$ cat config.mk
export PLATFORM = sky130hd
export DESIGN_NAME = game_turn_controller
export DESIGN_NICKNAME = d
export VERILOG_FILES = /design/src/rtl/gomoku_pkg.sv /design/src/rtl/gtc_countdown.sv /design/src/rtl/game_turn_controller.sv
export SDC_FILE = /design/constraint.sdc
export NUM_CORES = 1
export LEC_CHECK = 0
export CAP_MARGIN = 20
export CORE_ASPECT_RATIO = 1.25
export CORE_MARGIN = 1
export CORE_UTILIZATION = 46
export DETAILED_ROUTE_END_ITERATION = 12
export PLACE_DENSITY_LB_ADDON = 0.15
export REMOVE_ABC_BUFFERS = 1
export SYNTH_ARGS = -nofsm -noshare
export SYNTH_HDL_FRONTEND = slang
export SYNTH_SLANG_ARGS = --single-unit
$ cat constraint.sdc
create_clock -name clk -period 2.3 [get_ports clk]
set_clock_uncertainty 0.1 [all_clocks]
set_input_delay 0.23 -clock clk [delete_from_list [all_inputs] [get_ports clk]]
set_output_delay 0.23 -clock clk [all_outputs]
set_load 0.03 [all_outputs]
$ cat src/rtl/gomoku_pkg.sv
// gomoku_pkg: shared definitions for the grid-game turn controller.
//   - gtc_state_e   : game FSM state codes (also exported on state_out)
//   - JUDGE_*       : judge_result encoding returned by the external judger
//   - EMPTY_CELL    : board RAM value of an unoccupied cell
package gomoku_pkg;

    typedef enum logic [2:0] {
        ST_STOPPED = 3'd0,
        ST_CLEAR   = 3'd1,
        ST_WAIT    = 3'd2,
        ST_JUDGE   = 3'd3,
        ST_COMMIT  = 3'd4,
        ST_END     = 3'd5
    } gtc_state_e;

    localparam logic [1:0] JUDGE_INVALID = 2'd0;
    localparam logic [1:0] JUDGE_VALID   = 2'd1;
    localparam logic [1:0] JUDGE_WIN     = 2'd2;

    localparam int unsigned EMPTY_CELL = 0;

endpackage

$ cat src/rtl/gtc_countdown.sv
// gtc_countdown: per-turn seconds countdown.
// Ports:
//   clk, rst_n : clock, async active-low reset (count clears to 0)
//   reload     : load TURN_SECONDS (wins over tick)
//   tick       : decrement by one, holding at zero
//   count      : seconds remaining
//   zero       : count == 0
module gtc_countdown #(
    parameter  int unsigned TURN_SECONDS = 20,
    localparam int unsigned C            = $clog2(TURN_SECONDS + 1)
) (
    input  logic         clk,
    input  logic         rst_n,
    input  logic         reload,
    input  logic         tick,
    output logic [C-1:0] count,
    output logic         zero
);

    always_ff @(posedge clk or negedge rst_n) begin
        if (!rst_n) begin
            count <= '0;
        end else if (reload) begin
            count <= C'(TURN_SECONDS);
        end else if (tick && count != '0) begin
            count <= count - 1'b1;
        end
    end

    assign zero = (count == '0);

endmodule

$ cat src/rtl/game_turn_controller.sv
// game_turn_controller: turn/score controller for gomoku-family grid games.
// Owns the game FSM, turn countdown, keypad cursor capture, judge handshake,
// board-RAM write strobe and per-player win scores.
// Optional feature macro: GTC_UNDO_EN adds btn_undo and a one-level undo.
// Ports:
//   clk, rst_n               : clock, async active-low reset
//   power, btn_reset         : level controls (power low > btn_reset > FSM)
//   btn_ok                   : raw commit button, synchronised + edge detected
//   btn_undo (GTC_UNDO_EN)   : raw undo button, synchronised + edge detected
//   sec_tick                 : one-cycle pulse per second
//   key_valid, key_code      : keypad event, key_code MSB 1 = x axis, 0 = y axis
//   key_ack                  : registered acknowledge, cycle after key_valid
//   clear_req, clear_done    : memory clear handshake
//   judge_req/pos/player     : move under judgement, judge_done/result back
//   ram_we/addr/data         : board write, data = player+1, 0 = empty
//   state_out, active_player : FSM state code and player to move
//   cursor_pos, cursor_valid : {y, x} cursor, valid when both axes entered
//   countdown                : seconds remaining in the turn
//   scores                   : player i at [i*SCORE_BITS +: SCORE_BITS]
//   piece_count, draw        : pieces on board, board filled without a win
module game_turn_controller
    import gomoku_pkg::*;
#(
    parameter  int unsigned EDGE_BITS    = 3,
    parameter  int unsigned NUM_PLAYERS  = 2,
    parameter  int unsigned TURN_SECONDS = 20,
    parameter  int unsigned SCORE_BITS   = 4,
    localparam int unsigned A            = 2 * EDGE_BITS,
    localparam int unsigned P            = (NUM_PLAYERS > 2) ? $clog2(NUM_PLAYERS) : 1,
    localparam int unsigned C            = $clog2(TURN_SECONDS + 1)
) (
    input  logic                              clk,
    input  logic                              rst_n,
    input  logic                              power,
    input  logic                              btn_reset,
    input  logic                              btn_ok,
`ifdef GTC_UNDO_EN
    input  logic                              btn_undo,
`endif
    input  logic                              sec_tick,
    input  logic                              key_valid,
    input  logic [EDGE_BITS:0]                key_code,
    output logic                              key_ack,
    output logic                              clear_req,
    input  logic                              clear_done,
    output logic                              judge_req,
    output logic [A-1:0]                      judge_pos,
    output logic [P-1:0]                      judge_player,
    input  logic                              judge_done,
    input  logic [1:0]                        judge_result,
    output logic                              ram_we,
    output logic [A-1:0]                      ram_addr,
    output logic [P:0]                        ram_data,
    output logic [2:0]                        state_out,
    output logic [P-1:0]                      active_player,
    output logic [A-1:0]                      cursor_pos,
    output logic                              cursor_valid,
    output logic [C-1:0]                      countdown,
    output logic [NUM_PLAYERS*SCORE_BITS-1:0] scores,
    output logic [A:0]                        piece_count,
    output logic                              draw
);

    localparam logic [A:0] LAST_FILL = (A+1)'((1 << A) - 1);

    gtc_state_e           state, next_state;
    logic [P-1:0]         player;
    logic [EDGE_BITS-1:0] cur_x, cur_y;
    logic                 x_set, y_set;
    logic [1:0]           verdict;
    logic [2:0]           ok_sync;
    logic                 ok_edge;
    logic                 cd_zero, cd_reload, cd_tick;

    // FSM strobes consumed by the datapath register block
    logic start_game, do_commit, do_pass, judge_accept, judge_invalid;
    logic do_undo, cursor_we;

    logic                 undo_phase;
    logic [A-1:0]         undo_addr;
    logic [P-1:0]         undo_player;

    function automatic logic [P-1:0] next_player(input logic [P-1:0] p);
        return (32'(p) == NUM_PLAYERS - 1) ? '0 : p + 1'b1;
    endfunction

    assign cursor_pos   = {cur_y, cur_x};
    assign cursor_valid = x_set & y_set;
    assign ok_edge      = ok_sync[1] & ~ok_sync[2];

    always_ff @(posedge clk or negedge rst_n) begin
        if (!rst_n) ok_sync <= '0;
        else        ok_sync <= {ok_sync[1:0], btn_ok};
    end

`ifdef GTC_UNDO_EN
    logic [2:0] undo_sync;
    logic       undo_edge, undo_held;

    assign undo_edge = undo_sync[1] & ~undo_sync[2];

    always_ff @(posedge clk or negedge rst_n) begin
        if (!rst_n) begin
            undo_sync   <= '0;
            undo_held   <= 1'b0;
            undo_phase  <= 1'b0;
            undo_addr   <= '0;
            undo_player <= '0;
        end else begin
            undo_sync <= {undo_sync[1:0], btn_undo};
            if (state == ST_COMMIT && !undo_phase) begin
                undo_held   <= 1'b1;
                undo_addr   <= cursor_pos;
                undo_player <= player;
            end
            if (state == ST_COMMIT) undo_phase <= 1'b0;
            if (do_undo) begin
                undo_phase <= 1'b1;
                undo_held  <= 1'b0;
            end
            if (state == ST_CLEAR || next_state == ST_END) undo_held <= 1'b0;
        end
    end
`else
    // Undo disabled: constant ties keep the commit path shared with the undo build.
    assign undo_phase  = 1'b0;
    assign undo_addr   = '0;
    assign undo_player = '0;
`endif

    always_ff @(posedge clk or negedge rst_n) begin
        if (!rst_n) state <= ST_STOPPED;
        else        state <= next_state;
    end

    always_comb begin
        next_state    = state;
        start_game    = 1'b0;
        do_commit     = 1'b0;
        do_pass       = 1'b0;
        judge_accept  = 1'b0;
        judge_invalid = 1'b0;
        do_undo       = 1'b0;
        cursor_we     = 1'b0;
        if (!power) begin
            next_state = ST_STOPPED;
        end else if (btn_reset) begin
            next_state = ST_CLEAR;
        end else begin
            case (state)
                ST_STOPPED: next_state = ST_CLEAR;
                ST_CLEAR: if (clear_done) begin
                    next_state = ST_WAIT;
                    start_game = 1'b1;
                end
                ST_WAIT: begin
                    // cursor is frozen on the commit cycle so the judge sees the pre-key value
                    if (cursor_valid && (ok_edge || (sec_tick && cd_zero))) begin
                        next_state = ST_JUDGE;
                        do_commit  = 1'b1;
                    end else if (sec_tick && cd_zero) begin
                        do_pass = 1'b1;
`ifdef GTC_UNDO_EN
                    end else if (undo_edge && undo_held) begin
                        next_state = ST_COMMIT;
                        do_undo    = 1'b1;
`endif
                    end else begin
                        cursor_we = key_valid;
                    end
                end
                ST_JUDGE: if (judge_done) begin
                    if (judge_result == JUDGE_VALID || judge_result == JUDGE_WIN) begin
                        next_state   = ST_COMMIT;
                        judge_accept = 1'b1;
                    end else begin
                        next_state    = ST_WAIT;
                        judge_invalid = 1'b1;
                    end
                end
                ST_COMMIT: begin
                    if (undo_phase)                    next_state = ST_WAIT;
                    else if (verdict == JUDGE_WIN)     next_state = ST_END;
                    else if (piece_count == LAST_FILL) next_state = ST_END;
                    else                               next_state = ST_WAIT;
                end
                ST_END:  next_state = ST_END;
                default: next_state = ST_STOPPED;
            endcase
        end
    end

    assign cd_reload = (next_state == ST_WAIT) && (state != ST_WAIT || do_pass);
    assign cd_tick   = (state == ST_WAIT) && sec_tick;

    gtc_countdown #(
        .TURN_SECONDS(TURN_SECONDS)
    ) u_countdown (
        .clk    (clk),
        .rst_n  (rst_n),
        .reload (cd_reload),
        .tick   (cd_tick),
        .count  (countdown),
        .zero   (cd_zero)
    );

    always_ff @(posedge clk or negedge rst_n) begin
        if (!rst_n) begin
            key_ack     <= 1'b0;
            player      <= '0;
            cur_x       <= '0;
            cur_y       <= '0;
            x_set       <= 1'b0;
            y_set       <= 1'b0;
            verdict     <= JUDGE_INVALID;
            piece_count <= '0;
            draw        <= 1'b0;
            scores      <= '0;
        end else begin
            key_ack <= key_valid;
            if (cursor_we) begin
                if (key_code[EDGE_BITS]) begin
                    cur_x <= key_code[EDGE_BITS-1:0];
                    x_set <= 1'b1;
                end else begin
                    cur_y <= key_code[EDGE_BITS-1:0];
                    y_set <= 1'b1;
                end
            end
            if (start_game) begin
                player      <= '0;
                piece_count <= '0;
                draw        <= 1'b0;
                x_set       <= 1'b0;
                y_set       <= 1'b0;
            end
            if (do_pass) begin
                player <= next_player(player);
                x_set  <= 1'b0;
                y_set  <= 1'b0;
            end
            if (judge_invalid || do_undo) begin
                x_set <= 1'b0;
                y_set <= 1'b0;
            end
            if (judge_accept) verdict <= judge_result;
            if (state == ST_COMMIT) begin
                x_set <= 1'b0;
                y_set <= 1'b0;
                if (undo_phase) begin
                    piece_count <= piece_count - 1'b1;
                    player      <= undo_player;
                end else begin
                    piece_count <= piece_count + 1'b1;
                    if (verdict == JUDGE_WIN) begin
                        for (int unsigned i = 0; i < NUM_PLAYERS; i++) begin
                            if (P'(i) == player && scores[i*SCORE_BITS +: SCORE_BITS] != '1)
                                scores[i*SCORE_BITS +: SCORE_BITS] <=
                                    scores[i*SCORE_BITS +: SCORE_BITS] + 1'b1;
                        end
                    end else if (piece_count == LAST_FILL) begin
                        draw <= 1'b1;
                    end else begin
                        player <= next_player(player);
                    end
                end
            end
        end
    end

    assign state_out     = state;
    assign active_player = player;
    assign clear_req     = (state == ST_CLEAR);
    assign judge_req     = (state == ST_JUDGE);
    assign judge_pos     = cursor_pos;
    assign judge_player  = player;

    // RAM port idles at zero outside COMMIT; the clearer owns RAM during CLEAR.
    always_comb begin
        ram_we   = 1'b0;
        ram_addr = '0;
        ram_data = '0;
        if (state == ST_COMMIT) begin
            ram_we = 1'b1;
            if (undo_phase) begin
                ram_addr = undo_addr;
                ram_data = (P+1)'(EMPTY_CELL);
            end else begin
                ram_addr = cursor_pos;
                ram_data = {1'b0, player} + 1'b1;
            end
        end
    end

endmodule

==> results of run 1 <==
[registers in the layout, summed over array words and instances, names as in the netlist, 2 cells and up]
| signal | flops |
|---|---|
| u_countdown.count | 5 |
| cur_y | 3 |
| ok_sync | 3 |
| piece_count | 7 |
| state_out | 3 |
| verdict | 2 |
| scores | 8 |
| cur_x | 3 |
[what timing repair did]
| item | CTS | global route |
|---|---|---|
| setup endpoints to repair | 2 | 0 |
| hold buffers | 1 | 0 |
| endpoints found under the hold margin | 39 | 0 |
| resized for setup | 2 | 0 |
[metal layers]
metal | share of wire [%] | vias up | global-route usage, %
met2 | 51 | 54 | 36.2
met5 | 0 | - | 0
met1 | 41 | 847 | 23.5
met4 | 1.6 | 0 | 8.60
met3 | 5.8 | 5 | 4.71
li1 | - | 819 | -
[cells in the final DEF (no fill, tap or decap), drive strengths merged, types with 6 or more instances in the layout]
cell           Yosys  layout
and2               7       7
buf               13      13
clkdlybuf4s50      0      54
dfrtp             39      39
inv                8       8
mux2               8       8
nand2             12      12
nand4              8       8
o21ai             11      11
xnor2              6       6
xor2               6       6
[cells by family (layout without fill, tap and decap cells)]
kind of cell	count (synthesis)	in the layout	share of synthesized area, %
buffers and inverters	22	86	6.63
muxes	9	9	4.74
xor gates and xnor gates	12	12	4.98
AOI/OAI and AO/OA	43	43	14.5
adders and majority gates	5	5	2.96
DFF	39	39	46.2
and+or+nand+nor	61	61	20.0
[Yosys cell counts, drive strengths merged, types with 4 or more instances]
| master | instances | area, um^2 |
|---|---|---|
| a22o | 4 | 35.0 |
| a31oi | 4 | 25.0 |
| and2 | 7 | 43.8 |
| buf | 13 | 101 |
| dfrtp | 39 | 976 |
| ha | 5 | 62.6 |
| inv | 8 | 35.0 |
| mux2 | 8 | 90.1 |
| nand2 | 12 | 45.0 |
| nand3 | 5 | 25.0 |
| nand4 | 8 | 50.1 |
| nor2 | 5 | 35.0 |
| o21ai | 11 | 55.1 |
| o31ai | 4 | 30.0 |
| xnor2 | 6 | 52.6 |
| xor2 | 6 | 52.6 |
[worst paths after layout]
kind / slack [ns] / to
setup reg to reg: 0.18 / cur_y[2]$_DFFE_PN0P_
hold reg to reg: 0.26 / ok_sync[1]$_DFF_PN0_
hold / removal: 0.26 / ok_sync[1]$_DFF_PN0_
max in group asynchronous: 1.06 / u_countdown.count[1]$_DFFE_PN0P_
setup / recovery: 0.11 / ram_addr[2]
min in group asynchronous: 0.48 / scores[1]$_DFFE_PN0P_
[worst reg2reg max path, stage by stage, from the launching register on]
cell and delay (ns):
dfrtp_1 0.39, inv_1 0.12, ha_1 0.17, or4b_1 0.63, nor2_8 0.19, nor4_4 0.08, mux2_1 0.33
[power by group]
part	internal (uW)	switching (uW)	leakage, uW
sequential	745	71.1	0.000509
clock	323	257	0.0000581
combinational	206	271	0.000675
[metrics by stage]
step	setup TNS (ns)	util, %	total power, uW	worst slack (ns)
3_3_place_gp	0	62.3	1300	0.109
4_1_cts	0	65.0	1890	0.107
5_1_grt	0	65.0	1960	0.0184
6_report	0	65.0	1870	0.108
2_1_floorplan	-0.00663	-	1090	-0.00663
3_5_place_dp	0	62.3	1310	0.0724
[cell type report]
class | count | area (um^2)
multi-input combinational | 130 | 996
inverter | 8 | 35.0
timing repair buffer | 70 | 663
fill | 369 | 1540
sequential | 39 | 976
tap | 58 | 72.6
clock buffer | 5 | 68.8
clock inverter | 3 | 43.8
==> flow_summary_export.csv, run 1 <==
group,metric,value,unit
run_status,status,"finished clean",
critical_path,worst-path-max-fanout,18,
global_route,grt_overflow,0,
power_and_ir_drop,ir_worst_vdd,555,uV
finish,stdcell_count,313,
floorplanning,num_rows,27,
hold_path,hold_start,"ok_sync[0]$_DFF_PN0_",
critical_path,r2r_start,"u_countdown.count[0]$_DFFE_PN0P_",
global_route,grt_pass1_vias,1666,
critical_path,worstSetupStartpoint,"state_out[0]$_DFF_PN0_",
clock_tree,clock_latency,0.30,ns
finish,diodes,0,
critical_path,cp-start-kind,"flip-flop",
floorplanning,die-area,4870,um^2
critical_path,cp_common_cell,"buf_4",
sta,rsz0062_at_grt,"no",
synthesis,synth_cells,191,
sta,finalSetupViolations,0,
critical_path,crit_path_end_kind,"output pin",
critical_path,cp_num_buf_inv,3,
floorplanning,die_w,62.6,um
sta,fin_crit,2.19,ns
critical_path,cp.depth,5,
critical_path,critical_path_class,"flip-flop to output pin",
detailed_routing,post_drt_wl_per_cell,15.0,um
sta,min_period_over_period,95.3,%
hold_path,hold_path.class,"flip-flop to flip-flop",
sta,hold_viol_final,0,
detailed_routing,via_count,1725,
synthesis,syn_area,2110,um^2
power_and_ir_drop,leakage,0.00124,uW
critical_path,path_cells,"or3b_1 -> buf_4 -> inv_6 -> and2_1 -> buf_4",
synthesis,ys_seq_area_share,46.2,%
global_route,grt.total_usage,20.5,%
placement,gp_congestion,0.873,
clock_tree,clk_path_buf_depth,2,
placement,place_area,2740,um^2
critical_path,reg2reg_depth,6,
finish,nNetsFinal,274,
critical_path,worstPathRequired,1.97,ns
floorplanning,fp.dieH,77.8,um
synthesis,synth_warnings,0,
critical_path,crit_family,"simple AND/OR/NAND/NOR gates",
detailed_routing,dr.pass1.iters,4,
power_and_ir_drop,powerDensity,656,nW/um^2
finish,drive_gt1_share,14.1,%
finish,syn2layout_area_growth,35.2,%
critical_path,arrival,1.86,ns
detailed_routing,via_per_inst,5.51,
clock_tree,cts_setup_buffers,0,
synthesis,synth_ff_type,"dfrtp_1",
synthesis,synth-edff-count,0,
sta,relSlewSlack,41.4,%
clock_tree,htree_levels,2,
global_route,antenna_found_initial,0,
placement,port_buffers,65,
critical_path,cpMaxStageDelayCell,"dfrtp_1",
placement,hpwl,3.38,mm
clock_tree,clkSlewWorstSetupHoldPaths,0.08,ns
sta,clock.fmax,456,MHz
run,maxCapViolations,0,
clock_tree,cts_tree,"done",
floorplanning,io_pins,66,
sta,hold-worst-slack,0.260,ns
synthesis,synthArstFlopShare,100,%
detailed_routing,drt_iter0_drc,64,
clock_tree,cts-root-buf,"clkbuf_8",
detailed_routing,antenna_left,0,
detailed_routing,drc_errors,0,
sta,tightest_slew,0.879,ns
placement,place_inst,304,
synthesis,synth_cell_types,57,
global_route,grt_max_degree,40,
sta,drv_slew,0,
global_route,grt_pass1_wl,7.76,mm
floorplanning,initial_core_util,48.1,%
critical_path,max_stage_delay,0.51,ns
synthesis,ys_ff_latch,39,
floorplanning,core-area,4390,um^2
clock_tree,cts_sinks,39,
clock_tree,cts_buffers,5,
hold_path,whs_path_depth,0,
finish,final_cell_area,2860,um^2
synthesis,synth.avg_cell_area,11.1,um^2
detailed_routing,drt_wl_total,4.71,mm
(Power assumes the default switching activity.)
==> inputs of run 2 (changes only) <==
--- a/config.mk
+++ b/config.mk
@@ -10,7 +10,7 @@
 export CORE_MARGIN = 1
 export CORE_UTILIZATION = 46
 export DETAILED_ROUTE_END_ITERATION = 12
-export PLACE_DENSITY_LB_ADDON = 0.15
+export PLACE_DENSITY = 0.86
 export REMOVE_ABC_BUFFERS = 1
 export SYNTH_ARGS = -nofsm -noshare
 export SYNTH_HDL_FRONTEND = slang
==> flow_summary_export.csv, run 2 (synthesis results as in run 1) <==
group,metric,value,unit
clock_tree,cts_buffers,5,
detailed_routing,drc_errors,0,
power_and_ir_drop,p_switching,573,uW
critical_path,worstPathRequired,1.97,ns
floorplanning,core-area,4390,um^2
critical_path,crit_path_end_kind,"output pin",
global_route,grt_overflow,0,
finish,final_common_cell,"clkdlybuf4s50_1",
run_status,status,"finished clean",
clock_tree,cts_sinks,39,
detailed_routing,dr.pass1.iters,4,
floorplanning,die-area,4870,um^2
detailed_routing,drt_wl_total,4.50,mm
power_and_ir_drop,ir_worst_vdd,472,uV
sta,hold_viol_final,0,
detailed_routing,post_drt_wl_per_cell,14.4,um
finish,final_cell_mix,"53 x clkdlybuf4s50_1, 38 x dfrtp_1, 13 x buf_4, 12 x nand2_1, 9 x o21ai_0",
detailed_routing,via_count,1708,
clock_tree,htree_levels,2,
placement,hpwl,3.34,mm
finish,final.fill_count,376,
floorplanning,num_rows,27,
sta,rsz0062_at_grt,"no",
power_and_ir_drop,p_total,1800,uW
placement,gp_congestion,0.869,
finish,final_util,64.8,%
critical_path,critical_path_class,"flip-flop to output pin",
finish,largest_reg_flops,8,
critical_path,path_cells,"or3b_1 -> buf_4 -> nor2_1 -> buf_4",
global_route,grt_pass1_vias,1636,
global_route,antenna_found_initial,0,
floorplanning,fp.dieH,77.8,um
finish,register_area,977,um^2
power_and_ir_drop,power.share.clock,28.0,%
sta,min_period_over_period,94.4,%
floorplanning,initial_core_util,48.1,%
power_and_ir_drop,seqPwrFrac,45.4,%
power_and_ir_drop,powerDensity,633,nW/um^2
detailed_routing,drt_iter0_drc,65,
clock_tree,clk_path_buf_depth,2,
critical_path,cpMaxStageDelayCell,"dfrtp_1",
finish,multi_input_area,996,um^2
power_and_ir_drop,leakage,0.00125,uW
clock_tree,clkSlewWorstSetupHoldPaths,0.08,ns
finish,nNetsFinal,274,
run,maxCapViolations,0,
critical_path,max_stage_delay,0.61,ns
global_route,grt.total_usage,19.9,%
finish,diodes,0,
critical_path,cp_common_cell,"buf_4",
detailed_routing,via_per_inst,5.46,
clock_tree,cts-root-buf,"clkbuf_8",
global_route,grt_max_degree,40,
clock_tree,clock_latency,0.30,ns
sta,hold-worst-slack,0.271,ns
sta,finalSetupViolations,0,
sta,clock.fmax,460,MHz
power_and_ir_drop,swShare,31.8,%
clock_tree,cts_tree,"done",
floorplanning,io_pins,66,
critical_path,arrival,1.84,ns
critical_path,cp-start-kind,"flip-flop",
finish,drive_gt1_share,14.5,%
finish,largest-register,"scores",
sta,relSlewSlack,41.3,%
finish,final_cell_area,2850,um^2
critical_path,worst-path-max-fanout,12,
finish,top_regs,"scores (8), piece_count (7), u_countdown.count (5)",
power_and_ir_drop,power_frac_comb,26.5,%
placement,place_area,2730,um^2
sta,drv_slew,0,
placement,port_buffers,65,
hold_path,hold_path.class,"primary input to flip-flop",
placement,pre_cts_ws,0.190,ns
detailed_routing,antenna_left,0,
power_and_ir_drop,power.internal,1230,uW
sta,fin_crit,2.17,ns
finish,syn2layout_area_growth,34.7,%
floorplanning,die_w,62.6,um
sta,tightest_slew,0.881,ns
global_route,grt_pass1_wl,7.65,mm
sta,layout_setup_ws,0.128,ns
[run 2: worst paths after layout]
check / start / end / slack, ns / cells after the start
hold / removal: btn_ok / ok_sync[0]$_DFF_PN0_ / 0.27 / 1
setup / recovery: state_out[2]$_DFF_PN0_ / ram_data[0] / 0.13 / 4
min in group asynchronous: rst_n / scores[4]$_DFFE_PN0P_ / 0.48 / 2
hold reg to reg: ok_sync[0]$_DFF_PN0_ / ok_sync[1]$_DFF_PN0_ / 0.27 / 0
max in group asynchronous: rst_n / state_out[1]$_DFF_PN0_ / 1.00 / 2
setup reg to reg: u_countdown.count[0]$_DFFE_PN0P_ / cur_x[2]$_DFFE_PN0P_ / 0.17 / 6
[run 2: layout make-up]
class | count | area share [%]
inverters | 8 | 1.23
flip-flops and latches | 39 | 34.3
well taps | 58 | 2.55
repair buffers | 70 | 23.4
clock buffers | 8 | 3.52
multi-input cells | 130 | 35.0
[run 2: layer usage]
layer / vias to the layer above / GRT usage [%] / wire length [um]
li1: 814 / - / -
met3: 6 / 4.12 / 157
met2: 37 / 33.6 / 2300
met4: 0 / 7.44 / 62
met1: 851 / 24.7 / 1980
met5: - / 0 / 0
[run 2: what timing repair did]
| action | 4_1_cts | 5_1_grt |
|---|---|---|
| hold endpoints to repair | 39 | 0 |
| hold buffers | 1 | 0 |
| setup buffers | 0 | 0 |
| gates resized for setup | 2 | 1 |
| endpoints found under the setup margin | 2 | 1 |
[run 2: per-stage QoR]
| step | std cells | TNS [ns] |
|---|---|---|
| finish | 313 | 0 |
| global placement | 304 | 0 |
| detailed placement | 304 | 0 |
| CTS | 313 | 0 |
| floorplan | 177 | -0.00663 |
| global route | 313 | 0 |
[run 2: critical path: cells and delay by family, from the launching register on]
| kind | cells | cell delay [ns] |
|---|---|---|
| and+or+nand+nor | 2 | 0.57 |
| buffers and inverters | 2 | 0.36 |
| DFF | 1 | 0.61 |
[run 2: power by group through the flow]
stage                     Clock, uW  Combinational, uW  Sequential, uW
after detailed placement          0                476             829
final                           504                478             818
after floorplan                   0                140             947
after global routing            531                512             828
after CTS                       512                479             817
after global placement            0                471             826
==> patch (flow settings as in run 2) <==
Add a define of `GTC_UNDO_EN`.
--- a/src/rtl/game_turn_controller.sv
+++ b/src/rtl/game_turn_controller.sv
@@ -18,6 +18,8 @@
 //   countdown                : seconds remaining in the turn
 //   scores                   : player i at [i*SCORE_BITS +: SCORE_BITS]
 //   piece_count, draw        : pieces on board, board filled without a win
+`define GTC_UNDO_EN
+
 module game_turn_controller
     import gomoku_pkg::*;
 #(
Interface: changed (added btn_undo); port bits go from 66 to 67. The function was not compared with the original's and may differ.
==> patch against run 2 <==
  * Sequential cell count up 12
  * Sequential share of layout area increased by 0.78 points
  * Wire length is 40% higher
  * Highest routed layer unchanged
  * Critical path depth up 4
  * Worst setup slack lost 0.079 ns
  * Total power rose by 34%
  * Non-clock buffer count is 14 higher
  * Die area up 27%
  * Synthesized area up 28%
  * Largest power group unchanged
  * Final area increased by 28%
  * Count of clock-buffer cells in the layout shrank 2
==> patch: results (changes against run 2) <==
Die W -> 70.4 um (was 62.6 um)
Final nets -> 368 (was 274)
Tot GR Track Use -> 0.213 (was 0.199)
layout clock buffer count -> 6 (was 8)
synth cell count leaders -> 51 x dfrtp_1, 38 x nand2_1, 23 x nor2_1 (was 39 x dfrtp_1, 12 x nand2_1, 9 x o21ai_0)
Detailed Route WL -> 6.28 mm (was 4.50 mm)
Non-Filler Instances -> 407 (was 313)
global-route wire length before repair -> 10.2 mm (was 7.65 mm)
Mapped Cells -> 263 (was 191)
Largest regs -> scores x8, piece_count x7, undo_addr x6 (was scores x8, piece_count x7, u_countdown.count x5)
DP HPWL -> 4.75 mm (was 3.34 mm)
Hold Crit Start -> btn_ok (unchanged)
post-route clock period utilization -> 0.979 (was 0.944)
Initial DRC Count -> 118 (was 65)
max incr delay on CP -> 0.49 ns (was 0.61 ns)
layout cells sized above 1 -> 0.157 (was 0.145)
Internal Power -> 0.00166 W (was 0.00123 W)
Worst-Margin Slew -> 0.424 ns (was 0.881 ns)
Top delay family on crit path -> simple AND/OR/NAND/NOR gates (was flip-flops)
hold_ws -> 0.255 ns (was 0.271 ns)
Seq. cell area -> 0.00128 sq mm (was 977 sq um)
largest net degree at the start of global routing -> 22 (was 40)
flop2flop setup slack -> 0.05 ns (was 0.17 ns)
port bufs -> 66 (was 65)
Worst Path Arrival -> 2.38 ns (was 1.84 ns)
clk cell area share -> 0.0334 (was 0.0352)
filler cell count -> 437 (was 376)
distinct cell type count after synthesis -> 57 (unchanged)
CP max FO -> 4 (was 12)
class of the worst hold path -> in2reg (unchanged)
count of multi-input gates -> 189 (was 130)
synth warn -> 0 (unchanged)
Critical path origin -> u_countdown.count[0]$_DFFE_PN0P_ (was state_out[2]$_DFF_PN0_)
num sequential -> 51 (was 39)
adder-cell share of the synthesized area -> 0.0492 (was 0.0296)
Synth Area in XOR/XNOR -> 0.0520 (was 0.0498)
slowest CP cell -> or4b_4 (was dfrtp_1)
Setup WS pre-CTS -> 0.00854 ns (was 0.190 ns)
Via density -> 5.48 (was 5.46)
Peak VDD IR -> 0.000480 V (was 0.000472 V)
vias in the first global route -> 2173 (was 1636)
gp weighted congestion -> 0.897 (was 0.869)
leakage power -> 1.71 nW (was 1.25 nW)
Seq/Total Area, Yosys -> 0.474 (was 0.462)
reg2reg path depth -> 8 (was 6)
register share of the cell area -> 0.351 (was 0.343)
Non-clk bufs -> 84 (was 70)
Multi-input gate area -> 0.00134 sq mm (was 996 sq um)
top cells by area, synth -> dfrtp_1 47%, nand2_1 5.3%, ha_1 4.2% (was dfrtp_1 46%, mux2_1 3.2%, ha_1 3.0%)
RR Endpoint -> active_player$_DFF_PN0_ (was cur_x[2]$_DFFE_PN0P_)
DP Area -> 0.00345 sq mm (was 0.00273 sq mm)
buffering overhead -> 0.213 (was 0.234)
layout inverter count without the clock tree -> 11 (was 8)
post-synthesis compound-gate area fraction -> 0.112 (was 0.145)
mux contribution to synthesized area -> 0.0599 (was 0.0474)
crit path kind -> reg2reg (was reg2out)
status -> finished clean (unchanged)
patch: cell count changes after synthesis, moves of 4 or more:
| cell | delta |
|---|---|
| and2_1 | -4 |
| nand2_1 | +26 |
| mux2i_1 | +5 |
| dfrtp_1 | +12 |
| xnor2_1 | +4 |
| a21oi_1 | +8 |
| nand3_1 | +4 |
| nand4_1 | -4 |
| ha_1 | +4 |
| nor2_1 | +19 |
patch: power by group through the flow:
| stage | registers, W | logic [W] | clock network, W |
|---|---|---|---|
| 5_1_grt | 0.00104 | 0.000797 | 0.000707 |
| 6_report | 0.00103 | 0.000733 | 0.000656 |
| 3_3_place_gp | 0.00104 | 0.000697 | 0 |
| 3_5_place_dp | 0.00105 | 0.000716 | 0 |
| 2_1_floorplan | 0.00120 | 0.000251 | 0 |
| 4_1_cts | 0.00103 | 0.000722 | 0.000671 |
patch: per-layer routing:
metal,track usage,wire length (um),vias to the layer above
met5,0,0,-
met4,0.0855,126,0
met3,0.0414,280,11
met2,0.382,3370,69
met1,0.251,2500,1082
li1,-,-,1068
